$ cat config.mk
export PLATFORM = sky130hd
export DESIGN_NAME = pipe_fwd_hazard_unit
export DESIGN_NICKNAME = d
export VERILOG_FILES = /design/src/rtl/pipe_fwd_pkg.sv /design/src/rtl/pipe_fwd_hazard_unit_cmp.sv /design/src/rtl/pipe_fwd_hazard_unit.sv
export SDC_FILE = /design/constraint.sdc
export NUM_CORES = 1
export LEC_CHECK = 0
export BUFFER_PORTS_ARGS = -buffer_cell sky130_fd_sc_hd__buf_2
export CAP_MARGIN = 10
export CORE_MARGIN = 5
export CORE_UTILIZATION = 50
export DETAILED_ROUTE_END_ITERATION = 16
export GPL_ROUTABILITY_DRIVEN = 0
export PLACE_DENSITY = 0.88
export RECOVER_POWER = 25
export SLEW_MARGIN = 20
export SYNTH_ARGS = -nofsm -noshare
export SYNTH_HDL_FRONTEND = slang
export SYNTH_SLANG_ARGS = --single-unit
$ cat constraint.sdc
create_clock -name clk -period 1.85 [get_ports clk]
set_input_delay 0.0925 -clock clk [delete_from_list [all_inputs] [get_ports clk]]
set_output_delay 0.0925 -clock clk [all_outputs]
set_load 0.05 [all_outputs]
$ cat src/rtl/pipe_fwd_pkg.sv
// ----------------------------------------------------------------------------
// pipe_fwd_pkg
//   Shared types and constants for the pipeline forwarding / hazard unit.
//   - fwd_sel_t   : EX operand-mux select encoding
//   - stage_tag_t : destination tag carried by each pipeline stage
//   - REG_ZERO    : hard-wired zero register, never forwarded, never stalls
//   - tag_match() : the one place a "this tag produces that source" rule lives
// ----------------------------------------------------------------------------
package pipe_fwd_pkg;

    // Width of the register numbers carried in stage tags
    localparam int unsigned REG_W = 5;

    localparam logic [REG_W-1:0] REG_ZERO = 5'd0;

    typedef enum logic [1:0] {
        FWD_RF    = 2'b00,
        FWD_MEMWB = 2'b01,
        FWD_EXMEM = 2'b10
    } fwd_sel_t;

    typedef struct packed {
        logic             valid;
        logic             wr;
        logic             is_load;
        logic [REG_W-1:0] dst;
    } stage_tag_t;

    localparam int unsigned TAG_W = $bits(stage_tag_t);

    localparam stage_tag_t TAG_BUBBLE = '{valid: 1'b0, wr: 1'b0, is_load: 1'b0, dst: REG_ZERO};

    // A stage produces src when it is a real, writing instruction targeting a non-zero register equal to src
    function automatic logic tag_match(input stage_tag_t tag, input logic [REG_W-1:0] src);
        return tag.valid & tag.wr & (tag.dst != REG_ZERO) & (tag.dst == src);
    endfunction

endpackage

$ cat src/rtl/pipe_fwd_hazard_unit_cmp.sv
// ----------------------------------------------------------------------------
// pipe_fwd_cmp
//   Compares one ID source operand against the EX and MEM destination tags.
//   Ports:
//     src_i      : ID source register number
//     used_i     : operand is actually read by the instruction
//     ex_tag_i   : packed stage_tag_t of the EX stage
//     mem_tag_i  : packed stage_tag_t of the MEM stage
//     sel_o      : fwd_sel_t the operand will need one cycle later in EX
//     load_hit_o : operand depends on a load currently in EX (load-use)
// ----------------------------------------------------------------------------
module pipe_fwd_cmp
    import pipe_fwd_pkg::*;
(
    input  logic [REG_W-1:0] src_i,
    input  logic             used_i,
    input  logic [TAG_W-1:0] ex_tag_i,
    input  logic [TAG_W-1:0] mem_tag_i,
    output logic [1:0]       sel_o,
    output logic             load_hit_o
);

    stage_tag_t ex_tag_s;
    stage_tag_t mem_tag_s;
    logic       ex_hit_s;
    logic       mem_hit_s;

    assign ex_tag_s  = stage_tag_t'(ex_tag_i);
    assign mem_tag_s = stage_tag_t'(mem_tag_i);
    assign ex_hit_s  = used_i & tag_match(ex_tag_s, src_i);
    assign mem_hit_s = used_i & tag_match(mem_tag_s, src_i);

    // Select: the instruction in EX is younger than the one in MEM, so it wins
    always_comb begin
        sel_o = FWD_RF;
        if (ex_hit_s) begin
            sel_o = FWD_EXMEM;
        end else if (mem_hit_s) begin
            sel_o = FWD_MEMWB;
        end else begin
            sel_o = FWD_RF;
        end
    end

    assign load_hit_o = ex_hit_s & ex_tag_s.is_load;

endmodule

$ cat src/rtl/pipe_fwd_hazard_unit.sv
// ----------------------------------------------------------------------------
// pipe_fwd_hazard_unit
//   Forwarding and load-use hazard unit for the 5-stage pipeline. Tracks the
//   destination tags of the instructions in EX and MEM and registers per-operand
//   forward selects on the ID->EX transfer edge.
//   Optional feature macro: PIPE_FWD_PERF_EN (adds stall_cnt / fwd_cnt).
//   Ports:
//     clk, rst_n        : clock, asynchronous active-low reset
//     hold              : freeze all state
//     flush             : squash the instructions in ID and EX
//     id_valid, id_src, id_src_used, id_wr, id_is_load, id_dst : ID instruction
//     stall_o           : combinational load-use stall
//     ex_valid          : EX stage holds a real instruction
//     ex_fwd_sel        : per-port operand select, port p at [2p +: 2]
//     stall_cnt,fwd_cnt : saturating performance counters (macro only)
// ----------------------------------------------------------------------------
module pipe_fwd_hazard_unit
    import pipe_fwd_pkg::*;
#(
    parameter int unsigned NREG_W = REG_W,
    parameter int unsigned NPORT  = 2
) (
    input  logic                    clk,
    input  logic                    rst_n,
    input  logic                    hold,
    input  logic                    flush,
    input  logic                    id_valid,
    input  logic [NPORT*NREG_W-1:0] id_src,
    input  logic [NPORT-1:0]        id_src_used,
    input  logic                    id_wr,
    input  logic                    id_is_load,
    input  logic [NREG_W-1:0]       id_dst,
    output logic                    stall_o,
    output logic                    ex_valid,
    output logic [2*NPORT-1:0]      ex_fwd_sel
`ifdef PIPE_FWD_PERF_EN
    ,
    output logic [31:0]             stall_cnt,
    output logic [31:0]             fwd_cnt
`endif
);

    // Tags are sized by the package; NREG_W is expected to equal REG_W.
    // No WB tag is kept: nothing forwards out of WB, the register file covers it.
    stage_tag_t ex_tag_q,  ex_tag_d;
    stage_tag_t mem_tag_q, mem_tag_d;
    logic [2*NPORT-1:0] ex_fwd_sel_q, ex_fwd_sel_d;

    logic [2*NPORT-1:0] sel_s;
    logic [NPORT-1:0]   load_hit_s;
    logic               advance_s;

    for (genvar p = 0; p < NPORT; p++) begin : g_cmp
        pipe_fwd_cmp u_cmp (
            .src_i      (id_src[p*NREG_W +: NREG_W]),
            .used_i     (id_src_used[p]),
            .ex_tag_i   (ex_tag_q),
            .mem_tag_i  (mem_tag_q),
            .sel_o      (sel_s[2*p +: 2]),
            .load_hit_o (load_hit_s[p])
        );
    end

    // Flush overrides the load-use stall: the consumer is being squashed anyway
    assign stall_o   = id_valid & ~flush & (|load_hit_s);
    assign advance_s = id_valid & ~stall_o & ~flush;

    // Next-state of the tag pipeline and the registered selects
    always_comb begin
        ex_tag_d     = TAG_BUBBLE;
        ex_fwd_sel_d = '0;
        mem_tag_d    = flush ? TAG_BUBBLE : ex_tag_q;
        if (advance_s) begin
            ex_tag_d     = '{valid: 1'b1, wr: id_wr, is_load: id_is_load, dst: id_dst};
            ex_fwd_sel_d = sel_s;
        end else begin
            ex_tag_d     = TAG_BUBBLE;
            ex_fwd_sel_d = '0;
        end
    end

    // Tag pipeline and select registers; hold freezes everything
    always_ff @(posedge clk or negedge rst_n) begin
        if (!rst_n) begin
            ex_tag_q     <= TAG_BUBBLE;
            mem_tag_q    <= TAG_BUBBLE;
            ex_fwd_sel_q <= '0;
        end else if (!hold) begin
            ex_tag_q     <= ex_tag_d;
            mem_tag_q    <= mem_tag_d;
            ex_fwd_sel_q <= ex_fwd_sel_d;
        end
    end

    assign ex_valid   = ex_tag_q.valid;
    assign ex_fwd_sel = ex_fwd_sel_q;

`ifdef PIPE_FWD_PERF_EN
    logic [31:0] stall_cnt_q, stall_cnt_d;
    logic [31:0] fwd_cnt_q,   fwd_cnt_d;
    logic [31:0] fwd_inc_s;
    logic [32:0] stall_sum_s;
    logic [32:0] fwd_sum_s;

    // Counter next-state: count forwarded fields about to be written, saturate at all-ones
    always_comb begin
        fwd_inc_s = 32'd0;
        for (int p = 0; p < NPORT; p++) begin
            if (ex_fwd_sel_d[2*p +: 2] != 2'b00) begin
                fwd_inc_s = fwd_inc_s + 32'd1;
            end else begin
                fwd_inc_s = fwd_inc_s;
            end
        end
        stall_sum_s = {1'b0, stall_cnt_q} + {32'd0, stall_o};
        fwd_sum_s   = {1'b0, fwd_cnt_q} + {1'b0, fwd_inc_s};
        stall_cnt_d = stall_sum_s[32] ? 32'hFFFF_FFFF : stall_sum_s[31:0];
        fwd_cnt_d   = fwd_sum_s[32]   ? 32'hFFFF_FFFF : fwd_sum_s[31:0];
    end

    // Performance counter registers, frozen by hold like the rest of the state
    always_ff @(posedge clk or negedge rst_n) begin
        if (!rst_n) begin
            stall_cnt_q <= 32'd0;
            fwd_cnt_q   <= 32'd0;
        end else if (!hold) begin
            stall_cnt_q <= stall_cnt_d;
            fwd_cnt_q   <= fwd_cnt_d;
        end
    end

    assign stall_cnt = stall_cnt_q;
    assign fwd_cnt   = fwd_cnt_q;
`endif

endmodule

==> metrics.txt <==
status=complete, but fails checks; failing checks=setup timing; gr usage total=0.179; die area=3170 um^2; largest family of logic cells by synthesized area=compound AO/OA/AOI/OAI gates; Worst Path Max Fanout=8; Metal-1 WL=1.20 mm; RSZ-0062 raised after global routing=true; CTS root buf=clkbuf_4; Pleak=0.681 nW; FF+latch area=480 um^2; Worst Path Arrival=2.12 ns; HP Class=primary input to flop; Max clock buf depth=2; Synth Area in Simple Gates=0.189; initial antenna violation count=0; Layout Cells excl Fill=170; HP Start=id_dst[0]; Placed Area=1280 um^2; pwr/cell area=577 nW/um^2; Synth Warn #=0; TritonRoute pass-1 iters=4; Wirelength per Cell=16.5 um; post-route design area=1450 um^2; max cap viols=0; WP data required=2.09 ns; first-pass GRT wire length=4.57 mm; detailed-route via count=978; n_diodes=0; Synth Instances=101; clock latency on the worst-skew pair=0.29 ns; Hold EP=ex_tag_q[0]$_DFFE_PN0N_; Slew headroom=0.326; number of global-route vias before repair=975; Overflow after GRT=0; Initial Util=0.536; Final Critical Period=1.89 ns; Fmax=0.530 GHz; crit share post-route=1.02; hpwl dp=2.06 mm; Mean Syn Cell Area=10.6 um^2; WHS Path Cells=2; wirelength, routed=2.81 mm; I/O Buffers=29; filler cell count=150; CTS HTree Levels=1; Yosys cell types=28; nets=168; VDD IR max=356 uV; Cell Area, Synth=1070 um^2; post-route ant nets=0; Final Hold Fails=0; CP Launch Type=flop; drt initial violations=39; Post-Synth Adder-Cell Area=0; P&R area growth vs syn=34.7%; WHS=0.0175 ns; compound-cell area share of the yosys netlist=0.193; final setup fails=8; area of the multi-input gates=642 um^2; I/O Pins=30; Syn Nets=125; CP Class=flop to flop; fin. max-slew vios=0; RR Startpoint=ex_tag_q[2]$_DFFE_PN0N_; post-layout worst setup margin=-0.0368 ns; worst r2r path cells=5; met3 WL post-DR=185 um; xor-xnor portion of the synthesized cell area=0.163; clock slew at reported path FFs=0.11 ns; drt drc=0; max layer used=met4; vias per std cell=5.75; Crit. End Element=flop; Synth Register Bits=19; # clock sinks=19; final core utilization=0.723; skew final=0.00534 ns; register area share after synthesis=0.443; Die X=56.3 um; CTS tree=built; RR Endpoint=ex_tag_q[2]$_DFFE_PN0N_; share of layout cells above drive strength 1=0.413; DR WL met2=1.41 mm; Die Ht=56.3 um; Setup WS pre-CTS=0.0575 ns; mux cell area share after synthesis=0; placed cells=158; setup tns final=-0.219 ns; Worst R2R Setup Slack=-0.04 ns; slew at the pin closest to its max-slew limit=1.01 ns; Final Power=0.835 mW; # rows=16; CTS buffer count=3; CORE AREA=2000 um^2; pin count of the biggest net entering global routing=27
==> synthesized netlist by cell type (all sizes together) <==
cell type | instances | area share
dfrtp | 19 | 0.44
nand2 | 12 | 0.042
xnor2 | 12 | 0.098
a22o | 10 | 0.084
o21ai | 8 | 0.041
xor2 | 8 | 0.065
nand2b | 6 | 0.035
nand3 | 3 | 0.014
nor2 | 3 | 0.010
clkbuf | 2 | 0.0070
nand4 | 2 | 0.012
nor4 | 2 | 0.012
a211oi | 1 | 0.0070
a21o | 1 | 0.0070
a31oi | 1 | 0.020
a32o | 1 | 0.0093
buf | 1 | 0.0047
nor3 | 1 | 0.0093
nor3b | 1 | 0.017
nor4bb | 1 | 0.0093
o22ai | 1 | 0.0058
o311a | 1 | 0.020
or2b | 1 | 0.0070
or3 | 1 | 0.0058
or3b | 1 | 0.0082
or4 | 1 | 0.0070
==> how the worst max path moves through the flow <==
stage	from	slack [ns]	depth (start not counted)	end
after floorplan	ex_tag_q[3]$_DFFE_PN0N_	0.002	4	stall_o
after global placement	ex_tag_q[3]$_DFFE_PN0N_	0.04	5	stall_o
after detailed placement	ex_tag_q[3]$_DFFE_PN0N_	0.06	5	stall_o
after CTS	ex_tag_q[2]$_DFFE_PN0N_	-0.06	5	stall_o
after global routing	ex_tag_q[4]$_DFFE_PN0N_	-0.12	5	stall_o
final	ex_tag_q[2]$_DFFE_PN0N_	-0.04	5	ex_tag_q[2]$_DFFE_PN0N_
==> repair_timing <==
| item | 4_1_cts | 5_1_grt |
|---|---|---|
| setup endpoints to repair | 1 | 3 |
| hold endpoints to repair | 19 | 3 |
| gates resized for setup | 6 | 7 |
| cloned | 0 | 0 |
| pin swaps | 2 | 11 |
| setup buffers | 1 | 3 |
| hold buffers | 1 | 3 |
==> per-layer routing <==
layer,vias up,track usage
met4,0,0.0542
li1,450,-
met3,4,0.0413
met5,-,0
met1,479,0.240
met2,45,0.287
==> area by class of cell <==
cell class | count | share of cell area
clock buffers | 3 | 0.0156
clock inverters | 1 | 0.00346
well taps | 27 | 0.0234
repair buffers | 41 | 0.182
flip-flops and latches | 19 | 0.332
multi-input cells | 79 | 0.444
==> where the power goes <==
part | leakage [nW] | switching [mW] | total, mW | internal, mW
clock | 0.0177 | 0.123 | 0.204 | 0.0803
combinational | 0.410 | 0.0841 | 0.172 | 0.0877
sequential | 0.253 | 0.0267 | 0.460 | 0.433
total | 0.681 | 0.234 | 0.835 | 0.601
==> kinds of logic (layout without fill, tap and decap cells) <==
kind of cell / count (synthesis) / in the layout
buf+inv: 3 / 45
simple gates: 35 / 35
compound gates: 24 / 24
flops: 19 / 19
xor+xnor: 20 / 20
==> state kept, by name (all words and copies together), names as in the netlist <==
name	count
ex_valid	1
ex_fwd_sel	4
ex_tag_q	7
mem_tag_q	7
==> worst max-delay path, stage by stage (launching register included) <==
cell,delay [ns]
dfrtp_2,0.46
or3_4,0.40
o311a_4,0.35
buf_12,0.14
a31oi_4,0.29
a22o_2,0.19
==> placed cells by master (no fill, tap or decap), types with 2 or more instances in the layout <==
cell	count
a22o_1	8
a22o_2	2
buf_2	27
buf_4	7
clkbuf_4	3
dfrtp_1	15
dfrtp_2	4
dlygate4sd3_1	4
nand2_1	11
nand2b_1	6
nand3_1	3
nand4_1	2
nor2_1	3
nor4_1	2
o21ai_0	7
xnor2_1	9
xnor2_2	3
xor2_1	8
(Power assumes the default switching activity.)
